$ cat src/rtl/npc_seq_ctrl.sv
// Multi-cycle instruction sequencer for the NPC RV32 datapath: owns the PC, steps
// each instruction FETCH -> EXEC -> (MEM) -> WB and flags ebreak halts and bus timeouts.
module npc_seq_ctrl #(
    parameter logic [31:0] RESET_PC = 32'h8000_0000,
    parameter int unsigned TIMEOUT  = 256,
    parameter int unsigned CNT_W    = 9
) (
    input  logic        clk,
    input  logic        rst,
    output logic        ifu_req,
    input  logic        ifu_ready,
    input  logic [31:0] ifu_inst,
    output logic [31:0] inst,
    output logic [31:0] pc,
    input  logic [31:0] next_pc,
    output logic        lsu_req,
    output logic        lsu_we,
    input  logic        lsu_ready,
    output logic        reg_wen,
    output logic [31:0] instret,
    output logic        halted,
    output logic        err
);

    typedef enum logic [2:0] {
        S_FETCH = 3'd0,
        S_EXEC  = 3'd1,
        S_MEM   = 3'd2,
        S_WB    = 3'd3,
        S_HALT  = 3'd4,
        S_ERR   = 3'd5
    } state_t;

    localparam logic [6:0]  OP_LOAD   = 7'b0000011;
    localparam logic [6:0]  OP_STORE  = 7'b0100011;
    localparam logic [6:0]  OP_BRANCH = 7'b1100011;
    localparam logic [31:0] EBREAK    = 32'h0010_0073;

    // TIMEOUT == 0 disables the watchdog; CNT_LAST is then never consulted.
    localparam bit              TO_EN    = (TIMEOUT != 0);
    localparam logic [CNT_W-1:0] CNT_LAST = TO_EN ? CNT_W'(TIMEOUT - 1) : '0;

    state_t            state;
    state_t            state_nxt;
    logic [CNT_W-1:0]  wait_cnt;
    logic [31:0]       inst_q;
    logic [31:0]       pc_q;
    logic [31:0]       instret_q;

    logic [6:0]        opcode;
    logic              is_load;
    logic              is_store;
    logic              is_branch;
    logic              is_ebreak;
    logic              timeout_hit;
    logic              retire;

    assign opcode      = inst_q[6:0];
    assign is_load     = (opcode == OP_LOAD);
    assign is_store    = (opcode == OP_STORE);
    assign is_branch   = (opcode == OP_BRANCH);
    assign is_ebreak   = (inst_q == EBREAK);
    assign timeout_hit = TO_EN && (wait_cnt == CNT_LAST);

    // ebreak retires on entry to HALT, every other instruction on leaving WB.
    assign retire = (state == S_WB) || ((state == S_EXEC) && is_ebreak);

    always_comb begin
        state_nxt = state;
        ifu_req   = 1'b0;
        lsu_req   = 1'b0;
        lsu_we    = 1'b0;
        reg_wen   = 1'b0;
        halted    = 1'b0;
        err       = 1'b0;
        case (state)
            S_FETCH: begin
                ifu_req = 1'b1;
                if (ifu_ready)
                    state_nxt = S_EXEC;
                else if (timeout_hit)
                    state_nxt = S_ERR;
            end
            S_EXEC: begin
                if (is_ebreak)
                    state_nxt = S_HALT;
                else if (is_load || is_store)
                    state_nxt = S_MEM;
                else
                    state_nxt = S_WB;
            end
            S_MEM: begin
                lsu_req = 1'b1;
                lsu_we  = is_store;
                // ready on the threshold cycle takes priority over the timeout
                if (lsu_ready)
                    state_nxt = S_WB;
                else if (timeout_hit)
                    state_nxt = S_ERR;
            end
            S_WB: begin
                reg_wen   = !(is_store || is_branch);
                state_nxt = S_FETCH;
            end
            S_HALT: begin
                halted = 1'b1;
            end
            S_ERR: begin
                err = 1'b1;
            end
            default: begin
                state_nxt = S_FETCH;
            end
        endcase
    end

    always_ff @(posedge clk) begin
        if (rst) begin
            state     <= S_FETCH;
            wait_cnt  <= '0;
            inst_q    <= '0;
            pc_q      <= RESET_PC;
            instret_q <= '0;
        end else begin
            state <= state_nxt;
            if (state_nxt != state)
                wait_cnt <= '0;
            else if ((state == S_FETCH) || (state == S_MEM))
                wait_cnt <= wait_cnt + CNT_W'(1);
            if ((state == S_FETCH) && ifu_ready)
                inst_q <= ifu_inst;
            if (state == S_WB)
                pc_q <= next_pc;
            if (retire)
                instret_q <= instret_q + 32'd1;
        end
    end

    assign inst    = inst_q;
    assign pc      = pc_q;
    assign instret = instret_q;

endmodule
$ cat config.mk
export PLATFORM = sky130hd
export DESIGN_NAME = npc_seq_ctrl
export DESIGN_NICKNAME = d
export VERILOG_FILES = /design/src/rtl/npc_seq_ctrl.sv
export SDC_FILE = /design/constraint.sdc
export NUM_CORES = 1
export LEC_CHECK = 0
export BUFFER_PORTS_ARGS = -buffer_cell sky130_fd_sc_hd__buf_2
export CORE_UTILIZATION = 53
export DETAILED_ROUTE_END_ITERATION = 8
export GPL_ROUTABILITY_DRIVEN = 0
export GPL_TIMING_DRIVEN = 1
export PLACE_DENSITY_LB_ADDON = 0.2
export SLEW_MARGIN = 20
export SYNTH_ARGS = -nofsm -noshare
export SYNTH_HDL_FRONTEND = slang
export SYNTH_SLANG_ARGS = --single-unit
$ cat constraint.sdc
create_clock -name clk -period 6.65 [get_ports clk]
set_input_delay 1.33 -clock clk [delete_from_list [all_inputs] [get_ports clk]]
set_output_delay 1.33 -clock clk [all_outputs]
set_load 0.05 [all_outputs]
==> metrics.md, run 1 <==
| Metric | Value |
|---|---|
| Die Footprint | approximately 9000 um^2 |
| Largest family of logic cells by synthesized area | simple AND/OR/NAND/NOR gates |
| Met2 Usage GRT | 0.4400 |
| Vias in the first global route | about 4200 |
| Clock skew | about 0.014 ns |
| Post-synth top area cell | dfxtp_1 |
| Total GRT Usage | 0.2586 |
| Pwr/cell area | roughly 260 nW/um^2 |
| Mapped Cells | 575 |
| CP Launch Type | flip-flop |
| Final Cycle Share | 0.5390 |
| R2r worst-path depth | 5 |
| Register bit count reported by yosys | around 110 |
| Worst Hold Depth | 2 |
| Final hold vios | 0 |
| R2r endpoint | instret[20]$_SDFFE_PP0P_ |
| DRC viols | 0 |
| Clock sink total | 108 |
| Via count | roughly 4600 |
| Critical path data arrival time | approximately 2.3 ns |
| IO Port Bufs | around 170 |
| Initial DRC count | 177 |
| Max Clock Freq | roughly 280 MHz |
| Critical Path Sink Type | output pin |
| Unrepaired setup endpoints after global routing | no |
| Rel. slew slack | 0.2987 |
| Initial Util | 0.5509 |
| Crit Path Max Fanout | 33 |
| Status | completed |
| WL final | ~12000 um |
| Leak | ~0.0023 uW |
| # nets final | slightly below 800 |
| Diodes inserted | 0 |
| Clock Latency Late Sink | approximately 0.37 ns |
| Type of the tightest min-delay check | flip-flop to flip-flop |
| # hold bufs at CTS | 0 |
| DIE WIDTH | ~95 um |
| Syn. warnings | 0 |
| Initial antenna violation count | 0 |
| Detailed-placement wirelength estimate | 8061 um |
| Top cells by area, synth | dfxtp_1, nand2_1, a21oi_1, or4_1, o31ai_1 |
| Post-synthesis simple-gate area fraction | 0.2877 |
| # setup viols final | 0 |
| Worst VDD drop | approximately 180 uV |
| Post-synthesis cell area | between 4000 and 5000 um^2 |
| FP Rows | 33 |
| Share of cells above drive strength 1 | 0.2662 |
| Area grow syn2layout | 23.29% |
| Antenna-violating nets left | 0 |
| IO Pins | between 150 and 200 |
| Worst Max-Slew Pin Slew | approximately 1.0 ns |
| Number of max-cap violations | 0 |
| Top_reg_cell synth | dfxtp_1 |
| Post-synth EDFFs | 0 |
| Worst R2R Start | state[0]$_SDFF_PP0_ |
| Post-cts sizing count | 0 |
| Post-Syn Nets | 646 |
| Grt ovf | 0 |
| Max Slew Vio Count | 0 |
| Yosys cell types | 41 |
| Vias per cell | roughly 5.6 |
| Final Critical Period | 3.584 ns |
| Worst-path clk slew | 0.10 ns |
| Sequential area share after synthesis | 0.4752 |
| Cts bufs inserted | 9 |
| First-pass GRT wire length | about 18000 um |
| Met1 global-route usage | 0.3070 |
| Cell Area, Placed | between 5000 and 6000 um^2 |
| Max clock buf depth | 2 |
| Height of the chip | approximately 95 um |
| Reg-to-reg slack, setup | 3.98 ns |
| Fillcell total | 733 |
| CTS tree | done |
| WL/cell | between 10 and 15 um |
| CP Data Required Time | ~5.3 ns |
| Hold Path End | pc[18]$_SDFFE_PP0P_ |
| Synth Area in Compound Gates | 0.1724 |
| Met3 Use GR | 0.08052 |
| Multiplexer share of the synthesized area | 0.004950 |
| Clock Tree Root | clkbuf_8 |
| Largest net degree at the start of global routing | 63 |
| Worst hold path startpoint | pc[18]$_SDFFE_PP0P_ |
| Async SR Flop Fraction | 0 |
| Top Usage Layer GRT | met2 |
| Max H-tree Level | 3 |
| Share of the synthesized area in the top cell type | 0.4752 |
| Setup TNS | 0 ns |
| Core Area | 8258 um^2 |
| # Post-CTS Setup Buffers | 0 |
| Mean Syn Cell Area | approximately 7.9 um^2 |
| Drt first pass iters | 4 |
| Final Instance Area | between 5000 and 6000 um^2 |
| XOR/XNOR Fraction of Synth Area | 0.01348 |
| Synth Area in Adders | 0.008251 |
| CP Class | flip-flop to output pin |
[routing by layer]
metal  wire (um)  part of all wire  up-vias
met3         786             0.067       13
met4         150             0.013        0
li1            -                 -     2312
met1        5108              0.44     2156
met2        5661              0.48      139
met5           0                 0        -
[flip-flops by register name (all words and copies together), names as in the netlist]
| signal | count |
|---|---|
| inst | 32 |
| instret | 32 |
| pc | 32 |
| state | 3 |
| wait_cnt | 9 |
[cell families after synthesis]
kind of cell    after synthesis
flops                       108
xor+xnor                      7
buf+inv                      42
fa+ha+maj                     3
mux                           2
simple gates                275
compound gates              138
[synth_stat cells, drive strengths merged (6+ instances only)]
master,count
nand2,153
o21ai,8
nor4,8
and3,6
nor2,25
nand3,13
or4,25
a21oi,99
dfxtp,108
clkbuf,34
or3,9
nand4,16
inv,6
o31ai,22
[layout by cell type (no fill, tap or decap), types with 2 or more instances in the layout]
cell type,count
a21oi_1,99
and2_1,2
and3_1,5
buf_2,169
bufinv_16,2
clkbuf_8,9
clkinv_2,2
dfxtp_1,108
ha_1,3
inv_1,5
mux2_1,2
nand2_1,152
nand2b_1,2
nand3_1,13
nand3b_1,2
nand4_1,16
nand4b_1,2
nor2_1,24
nor2b_1,4
nor3_1,2
nor4_1,8
o21ai_0,8
o31ai_1,22
or2_2,2
or3_1,9
or4_1,24
xnor2_1,3
xor2_1,4
[power breakdown]
part	leakage [uW]	internal, uW	switching, uW
sequential	0.000876	679	28.6
clock	0.000107	213	225
combinational	0.00132	74.8	223
[critical path, cell delays in order (launching register included)]
cell and delay, ns:
dfxtp_1 0.50, nor2b_1 0.40, nand2_2 0.46, a21oi_1 0.25, buf_2 0.29
[area by class of cell]
type	instances	area, um^2	area share
Multi-Input combinational cell	425	2226	0.3968
Clock inverter	6	86.33	0.01539
Inverter	6	22.52	0.004015
Clock buffer	10	127.6	0.02275
Sequential cell	108	2162	0.3855
Tap cell	105	131.4	0.02342
Timing Repair Buffer	170	853.3	0.1521
[metrics by stage]
step | setup slack, ns | cells | power (uW) | util | hold WS [ns]
after global placement | 3.187 | 814 | 1009 | 0.6523 | 0.4392
after global routing | 2.897 | 830 | 1499 | 0.6792 | 0.4762
after detailed placement | 3.140 | 814 | 1017 | 0.6529 | 0.4440
final | 3.066 | 830 | 1443 | 0.6792 | 0.4567
after floorplan | 3.165 | 575 | 943.3 | - | 0.4537
after CTS | 2.715 | 830 | 1446 | 0.6788 | 0.4586
[worst max path at each step]
stage | start | endpoint | slack [ns] | cells after the start
after global routing | state[0]$_SDFF_PP0_ | reg_wen | 2.90 | 4
after detailed placement | state[0]$_SDFF_PP0_ | reg_wen | 3.14 | 4
after global placement | state[0]$_SDFF_PP0_ | reg_wen | 3.19 | 4
after CTS | state[0]$_SDFF_PP0_ | reg_wen | 2.71 | 4
after floorplan | state[2]$_SDFF_PP0_ | lsu_we | 3.17 | 4
final | state[0]$_SDFF_PP0_ | reg_wen | 3.07 | 4
(Power assumes the default switching activity.)
==> inputs of run 2 (changes only) <==
--- a/config.mk
+++ b/config.mk
@@ -6,7 +6,7 @@
 export NUM_CORES = 1
 export LEC_CHECK = 0
 export BUFFER_PORTS_ARGS = -buffer_cell sky130_fd_sc_hd__buf_2
-export CORE_UTILIZATION = 53
+export CORE_UTILIZATION = 44
 export DETAILED_ROUTE_END_ITERATION = 8
 export GPL_ROUTABILITY_DRIVEN = 0
 export GPL_TIMING_DRIVEN = 1
==> constraint.sdc (replaced) <==
create_clock -name clk -period 2.9 [get_ports clk]
set_input_delay 0.58 -clock clk [delete_from_list [all_inputs] [get_ports clk]]
set_output_delay 0.58 -clock clk [all_outputs]
set_load 0.05 [all_outputs]
==> metrics.md, run 2 (same netlist as run 1, synthesis figures left out) <==
| Metric | Value |
|---|---|
| Status | completed |
| Diodes inserted | 0 |
| DIE WIDTH | 103.7 um |
| Final Instance Area | 5647 um^2 |
| Sw Share | 0.3406 |
| Max clock buf depth | 2 |
| Post-Route M1 WL | 5135 um |
| Cell Area, Placed | around 5500 um^2 |
| Initial DRC count | ~190 |
| Reg area | 2162 um^2 |
| Seq pwr share | 0.509 |
| CP peak stage delay | approximately 0.5 ns |
| # nets final | 797 |
| Grt ovf | 0 |
| Max H-tree Level | 3 |
| Rel. slew slack | 0.3016 |
| Worst R2R Start | inst[18]$_SDFFE_PP0P_ |
| Worst-path clk slew | approximately 0.1 ns |
| Max Slew Vio Count | 0 |
| Clock sink total | roughly 110 |
| Switching power | approximately 1100 uW |
| Power share of the clock group | 0.273 |
| Multi-input logic area | 2217 um^2 |
| WL met3 | approximately 860 um |
| Initial antenna violation count | 0 |
| DRC viols | 0 |
| Vias in the first global route | ~4400 |
| Hold Slack | ~0.43 ns |
| CP Data Required Time | roughly 2.3 ns |
| Comb power frac | 0.218 |
| Clock Latency Late Sink | 0.37 ns |
| Share of cells above drive strength 1 | 0.2681 |
| Initial Util | 0.4591 |
| Type of the tightest min-delay check | input port to flip-flop |
| Leak | 0.002315 uW |
| Critical Path Sink Type | output pin |
| Final hold vios | 0 |
| Slowest-stage cell, CP | dfxtp_1 |
| Fillcell total | about 940 |
| Unrepaired setup endpoints after global routing | no |
| CP Launch Type | flip-flop |
| Reg-to-reg slack, setup | ~0.40 ns |
| WL final | around 12000 um |
| Pint | ~2100 uW |
| Antenna-violating nets left | 0 |
| Setup TNS | 0 ns |
| Die Footprint | about 11000 um^2 |
| CP Class | flip-flop to output pin |
| Worst VDD drop | around 300 uV |
| Met2 wire length | 5912 um |
| WL/cell | around 14 um |
| FP Rows | 36 |
| Total GRT Usage | 0.2309 |
| # Post-CTS Setup Buffers | 0 |
| Number of max-cap violations | 0 |
| Pwr/cell area | approximately 560 nW/um^2 |
| # setup viols final | 0 |
| R2r worst-path depth | 5 |
| Detailed-placement wirelength estimate | a little under 9000 um |
| Area grow syn2layout | 24.12% |
| Worst Max-Slew Pin Slew | roughly 1.0 ns |
| Leading cell type in the layout, fill and taps excluded | buf_2 |
| Critical path capture point | reg_wen |
| Height of the chip | ~100 um |
| Crit Path Max Fanout | 33 |
| Via count | between 4000 and 5000 |
| Clock Tree Root | clkbuf_8 |
| Commonest cells after routing, fill and taps aside | buf_2, nand2_1, dfxtp_1 |
| DR top layer | met4 |
| R2r endpoint | instret[23]$_SDFFE_PP0P_ |
| Final Cycle Share | 0.9136 |
| Tot Pwr | roughly 3200 uW |
| Post-cts sizing count | 0 |
| Drt first pass iters | 4 |
| Vias per cell | between 5 and 6 |
| Cts bufs inserted | 9 |
| Critical Path, Cell by Cell | nor2b_1 > nand2_1 > buf_4 > a21oi_1 > buf_2 |
| Clock skew | about 0.0086 ns |
| IO Pins | 170 |
| Crit path from | state[0]$_SDFF_PP0_ |
| Critical path data arrival time | slightly above 2 ns |
| Core Area | between 9000 and 10000 um^2 |
| CTS tree | done |
| IO Port Bufs | 169 |
| First-pass GRT wire length | roughly 20000 um |
| # hold bufs at CTS | 0 |
| Final Critical Period | 2.649 ns |
| Largest net degree at the start of global routing | between 60 and 70 |
| Max Clock Freq | between 300 and 400 MHz |
-- run 2: cell count changes in the layout (fill, tap and decap cells not counted), sizes merged --
cell,previous run,this run
clkbuf,10,13
bufinv,2,0
buf,170,176
inv,7,6
-- run 2: layout make-up --
type                            count  area share
Clock buffer                       13     0.02814
Clock inverter                      3    0.003767
Inverter                            6    0.003988
Multi-Input combinational cell    425      0.3926
Sequential cell                   108      0.3829
Tap cell                          133     0.02947
Timing Repair Buffer              176      0.1591
-- run 2: worst min path at each step --
| stage | endpoint | from | depth (start not counted) | slack (ns) |
|---|---|---|---|---|
| after global placement | pc[19]$_SDFFE_PP0P_ | pc[19]$_SDFFE_PP0P_ | 2 | 0.44 |
| after CTS | pc[10]$_SDFFE_PP0P_ | next_pc[10] | 3 | 0.41 |
| after global routing | pc[2]$_SDFFE_PP0P_ | next_pc[2] | 3 | 0.42 |
| after detailed placement | pc[4]$_SDFFE_PP0P_ | pc[4]$_SDFFE_PP0P_ | 2 | 0.44 |
| after floorplan | wait_cnt[1]$_SDFFE_PP0P_ | wait_cnt[1]$_SDFFE_PP0P_ | 2 | 0.45 |
| final | pc[22]$_SDFFE_PP0P_ | next_pc[22] | 3 | 0.43 |
-- run 2: worst max-delay path: cells and delay by family (launching register included) --
| family | cells | cell delay [ns] |
|---|---|---|
| AO/OA/AOI/OAI | 1 | 0.18 |
| buffers and inverters | 2 | 0.54 |
| flip-flops | 1 | 0.50 |
| AND/OR/NAND/NOR | 2 | 0.48 |
-- run 2: layer usage --
layer | global-route usage | up-vias
met1 | 0.2765 | 2134
li1 | - | 2330
met4 | 0.1224 | 0
met5 | 0 | -
met2 | 0.3778 | 144
met3 | 0.06293 | 32
-- run 2: through the flow --
stage                     setup WS (ns)  std cells    util
after floorplan                  0.1653        575       -
after global placement           0.4696        848  0.5516
after detailed placement         0.4318        848  0.5516
after CTS                        0.1929        864  0.5698
after global routing             0.1001        864  0.5698
final                            0.2506        864  0.5698
-- run 2: power groups by stage --
stage	Combinational (uW)	Sequential, uW	Clock (uW)
final	694	1620	868
after global routing	751	1630	954
after CTS	699	1620	892
after detailed placement	697	1650	0
after global placement	687	1650	0
after floorplan	314	1850	0
